### config.mk
export PLATFORM = sky130hd
export DESIGN_NAME = regfile_mp
export DESIGN_NICKNAME = d
export VERILOG_FILES = /design/src/rtl/regfile_mp_pkg.sv /design/src/rtl/regfile_scoreboard.sv /design/src/rtl/regfile_mp.sv
export SDC_FILE = /design/constraint.sdc
export NUM_CORES = 2
export LEC_CHECK = 0
export CORE_MARGIN = 5
export CORE_UTILIZATION = 60
export DETAILED_ROUTE_END_ITERATION = 7
export PLACE_DENSITY = 0.86
export RECOVER_POWER = 25
export SYNTH_ARGS = -nofsm -noshare
export SYNTH_HDL_FRONTEND = slang
export SYNTH_SLANG_ARGS = --single-unit
### constraint.sdc
create_clock -name clk -period 46.1 [get_ports clk]
set_input_delay 9.22 -clock clk [delete_from_list [all_inputs] [get_ports clk]]
set_output_delay 9.22 -clock clk [all_outputs]
set_load 0.02 [all_outputs]
### src/rtl/regfile_mp_pkg.sv
// Shared definitions for the multi-port integer register file: default
// geometry and ABI register names.
package regfile_mp_pkg;

    localparam int XLEN_DEF = 32;
    localparam int NREG_DEF = 32;

    // ABI names for the low integer registers.
    typedef enum logic [4:0] {
        REG_ZERO = 5'd0,
        REG_RA   = 5'd1,
        REG_SP   = 5'd2,
        REG_GP   = 5'd3,
        REG_TP   = 5'd4,
        REG_T0   = 5'd5,
        REG_T1   = 5'd6,
        REG_T2   = 5'd7,
        REG_S0   = 5'd8,
        REG_S1   = 5'd9,
        REG_A0   = 5'd10,
        REG_A1   = 5'd11
    } abi_reg_e;

endpackage

### src/rtl/regfile_scoreboard.sv
// Pending-write scoreboard: one busy bit per register. Set (producer issue)
// beats clear (writeback) on the same register; register 0 is never busy.
module regfile_scoreboard
    import regfile_mp_pkg::*;
#(
    parameter int NREG = NREG_DEF,
    parameter int NWR  = 1,
    parameter int AW   = $clog2(NREG)
) (
    input  logic               clk,
    input  logic               reset,
    input  logic               sb_set_en,
    input  logic [AW-1:0]      sb_set_addr,
    input  logic [NWR-1:0]     wr_en,
    input  logic [NWR*AW-1:0]  wr_addr,
    input  logic [NWR-1:0]     sb_clr,
    output logic [NREG-1:0]    busy_d
);

    logic [NREG-1:0] busy_q;

    // Next scoreboard state: clears first, then the set overrides them.
    always_comb begin
        busy_d = busy_q;
        for (int k = 0; k < NWR; k++) begin
            if (wr_en[k] && sb_clr[k]) begin
                busy_d[wr_addr[k*AW +: AW]] = 1'b0;
            end
        end
        if (sb_set_en) begin
            busy_d[sb_set_addr] = 1'b1;
        end
        busy_d[0] = 1'b0;
    end

    // Busy bit storage.
    always_ff @(posedge clk or posedge reset) begin
        if (reset) begin
            busy_q <= '0;
        end else begin
            busy_q <= busy_d;
        end
    end

endmodule

### src/rtl/regfile_mp.sv
// Parametrised multi-port integer register file with write-first bypass,
// hardwired zero register and a pending-write scoreboard.
module regfile_mp
    import regfile_mp_pkg::*;
#(
    parameter int XLEN = XLEN_DEF,
    parameter int NREG = NREG_DEF,
    parameter int NRD  = 2,
    parameter int NWR  = 1,
    parameter int AW   = $clog2(NREG)
) (
    input  logic                 clk,
    input  logic                 reset,
    input  logic [NRD*AW-1:0]    rd_addr,
    input  logic [NRD-1:0]       rd_en,
    output logic [NRD*XLEN-1:0]  rd_data,
    output logic [NRD-1:0]       rd_busy,
    input  logic [NWR*AW-1:0]    wr_addr,
    input  logic [NWR-1:0]       wr_en,
    input  logic [NWR*XLEN-1:0]  wr_data,
    input  logic                 sb_set_en,
    input  logic [AW-1:0]        sb_set_addr,
    input  logic [NWR-1:0]       sb_clr
);

    logic [XLEN-1:0] regs_q [NREG];
    logic [NREG-1:0] busy_d;
    logic [XLEN-1:0] rd_val_d [NRD];
    logic [NRD-1:0]  rd_bsy_d;

    regfile_scoreboard #(
        .NREG (NREG),
        .NWR  (NWR),
        .AW   (AW)
    ) u_sb (
        .clk         (clk),
        .reset       (reset),
        .sb_set_en   (sb_set_en),
        .sb_set_addr (sb_set_addr),
        .wr_en       (wr_en),
        .wr_addr     (wr_addr),
        .sb_clr      (sb_clr),
        .busy_d      (busy_d)
    );

    // Per read port: storage value overridden by matching writes, higher
    // write ports later in the chain so they take priority.
    for (genvar j = 0; j < NRD; j++) begin : g_rd
        logic [AW-1:0]   ra;
        logic [XLEN-1:0] chain [NWR+1];

        assign ra       = rd_addr[j*AW +: AW];
        assign chain[0] = regs_q[ra];

        for (genvar k = 0; k < NWR; k++) begin : g_byp
            assign chain[k+1] = (wr_en[k] && (wr_addr[k*AW +: AW] == ra) && (ra != '0))
                                ? wr_data[k*XLEN +: XLEN] : chain[k];
        end

        assign rd_val_d[j] = chain[NWR];
        assign rd_bsy_d[j] = busy_d[ra];
    end

    // Register storage; later loop iterations win so the highest port index
    // takes a same-address conflict. Register 0 is never written.
    always_ff @(posedge clk or posedge reset) begin
        if (reset) begin
            for (int i = 0; i < NREG; i++) begin
                regs_q[i] <= '0;
            end
        end else begin
            for (int k = 0; k < NWR; k++) begin
                if (wr_en[k] && (wr_addr[k*AW +: AW] != '0)) begin
                    regs_q[wr_addr[k*AW +: AW]] <= wr_data[k*XLEN +: XLEN];
                end
            end
        end
    end

    // Registered read outputs; a disabled port holds its last value.
    always_ff @(posedge clk or posedge reset) begin
        if (reset) begin
            rd_data <= '0;
            rd_busy <= '0;
        end else begin
            for (int j = 0; j < NRD; j++) begin
                if (rd_en[j]) begin
                    rd_data[j*XLEN +: XLEN] <= rd_val_d[j];
                    rd_busy[j]              <= rd_bsy_d[j];
                end
            end
        end
    end

endmodule
==> run metrics <==
critical path's largest stage delay 6.79 ns; setup total negative slack 0 ns; FP Rows 114; share of cells above drive strength 1 0.5176; Worst Hold End regs_q[1009]; Post-Syn Area per Cell 15.55 um^2; Tmin final 21.67 ns; cell breakdown of the critical path dlygate4sd3_1, clkinvlp_2, clkbuf_1; vias post-DR 37320; top post-synthesis cells by area dfrtp_1, mux4_2, mux2_2, clkbuf_1, o21ai_0; Final Hold Fails 0; Power Density 44.68 mW/mm^2; worst setup path class input pin to asynchronous set/reset pin; area leader, netlist dfrtp_1; clock skew 0.02355 ns; Port Buffers 124; post-cts gate resize count 0; crit-path leading delay family buffers and inverters; worst path bufs/invs 3; die area 0.1042 mm^2; post-synth cell types 43; share of the synthesized area in the top cell type 0.4779; Initial Util 0.6061; post-synthesis mux area share 0.4374; gpl congestion 0.8832; Startpoint Class input pin; CP Capture Type asynchronous set/reset pin; Final period util 0.4701; compound-cell area share of the yosys netlist 0.02667; GR Layer Usage met1 0.4509; max_cap viols 5; RSZ-0062 raised after global routing false; Max Clock Freq 46.14 MHz; Area Overhead vs Synth 9.547%; reg-to-reg startpoint regs_q[719]; R2R depth 5; Routed Wire Length 167000 um; yosys warns 0; Max IR drop VDD 0.02695 mV; CTS tree built; wire length per cell 33.25 um; via count of the first global-routing pass 38680; status finished with violations; slew margin rel. -5.267; top_reg_cell synth dfrtp_1; register clock-pin slew on the reported worst setup and hold paths 0.06 ns; Core Area 0.09685 mm^2; Finished Layout Cells 5021; grt met2 use 0.4948; most common cell in the netlist dfrtp_1; post-synthesis sequential area ratio 0.4779; filler cell count 6122; GRT busiest layer met2; Synth Area in XOR/XNOR 0.001492; die extent in x 322.8 um; root buf cell clkbuf_16; Longest Clk Path Bufs 3; htree depth 3; HP Class register to register; DIE HEIGHT 322.8 um; Post-CTS Setup Repair Bufs 0; Storage cell area 0.02805 mm^2; initial antenna violation count 6; Remaining Overflow, GRT 0; Slew Viols, Final 608; failing checks capacitance limit, slew limit; number of remaining DRC errors 0; footprint of the multi-input gates 0.02882 mm^2; Layout Nets 3712; Netlist Area Pre-Place 0.05870 mm^2; CTS buffer count 108; met3 usage 0.09688; Final ANT Viol Nets 0; worst skew pair latency 0.69 ns; largest family of logic cells by synthesized area multiplexers; Clock Sink Count 1121; Post-Synth Simple-Gate Area 0.02281; Cells after Synth 3774; I/O pin total 125; DP HPWL 88430 um; Starting DRT DRC Count 4613; Post-synth EDFFs 0; Arr. time, crit path 20.09 ns; cts hold-fix bufs 0; syn_nets 3833; GRT Util Overall 0.3258; Async SR Flop Fraction 1.000; largest net degree at the start of global routing 184; dpl cells 4819; worst-margin pin slew 9.401 ns; Worst R2R Setup Slack 43.67 ns; Crit Path Max Fanout 183; Adder-Cell Fraction of Synth Area 0; hold path start regs_q[1009]; leakage dissipation 0.02722 uW; drt pass-1 iters 5; CP max-delay cell clkbuf_1; Commonest cells post-synth dfrtp_1, mux2_2, mux4_2; Worst Path Required 44.52 ns; vias per cell 7.433; Seq cells post-synth 1121; r2r endpoint rd_data[47]; first-pass GRT wire length 252400 um; Hold Crit Depth 0; Setup Viol. Count Final 0
## layout make-up
type | instances | share of cell area
Sequential cell | 1121 | 0.4362
Tap cell | 1276 | 0.02483
Multi-Input combinational cell | 2159 | 0.4482
Clock inverter | 52 | 0.009845
Clock buffer | 147 | 0.04919
Antenna cell | 3 | 0.0001167
Timing Repair Buffer | 189 | 0.02712
Inverter | 74 | 0.004417
## stage by stage
step                total power, uW    util  setup slack, ns  instance area [um^2]  hold WS, ns
finish                         2873  0.6640            24.43                 64300       0.3946
detailed placement             1930  0.6253            31.53                 60560       0.3833
global placement               1891  0.6253            31.71                 60560       0.3763
global route                   2978  0.6639            21.64                 64300       0.4128
floorplan                      1759       -            5.313                 58700       0.4413
CTS                            2873  0.6645            32.14                 64350       0.3965
## worst register-to-register path: cells and delay by family (launching register included)
family,cells,cell delay (ns)
AO/OA/AOI/OAI,2,0.76
flip-flops,1,0.41
multiplexers,2,0.95
AND/OR/NAND/NOR,1,0.14
## kinds of logic (layout without fill, tap and decap cells)
kind of cell    after synthesis  after routing
other cells                   0              3
buf+inv                     494            462
flops                      1121           1121
simple gates                257            257
compound gates              256            256
mux                        1636           1636
xor+xnor                     10             10
## per-layer routing
layer,wire length [um],up-vias
met2,77420,2456
met4,8053,9
met5,70,-
li1,-,14310
met1,61330,20010
met3,20080,540
## worst max-delay path by stage
stage	start	end	slack [ns]	cells past startpoint
6_report	reset	regs_q[873]	24.43	3
5_1_grt	reset	regs_q[551]	21.64	3
4_1_cts	rd_addr[0]	rd_data[23]	32.14	10
3_5_place_dp	rd_addr[0]	rd_data[15]	31.53	10
3_3_place_gp	rd_addr[0]	rd_data[15]	31.71	10
2_1_floorplan	reset	rd_busy[0]	5.31	1
## placed cells by master, fill, tap and decap left out, types with 7 or more instances in the layout
cell type and count:
clkdlybuf4s50_1 69, clkbuf_1 15, a211oi_1 46, nand3b_1 10, nand3_1 12, inv_1 71, nor3_1 7, o22ai_1 71
nand2_2 11, clkbuf_16 111, mux2_2 992, nor2_1 13, clkinv_2 23, nor2_4 13, clkbuf_8 25, buf_4 65
nand2_1 79, nor2b_1 51, dlygate4sd3_1 45, clkinvlp_4 10, o21ai_0 112, dfrtp_1 1121, bufinv_16 13, mux4_2 644
and3_1 20
## power by group
group,switching [uW],internal [uW]
Sequential,145,1170
Combinational,232,373
Clock,396,553
## registers in the layout (all words and copies together), names as in the netlist
signal / cells
rd_data: 64
regs_q: 1024
rd_busy: 2
u_sb.busy_q: 31
Power figures use the tool's default switching activity.
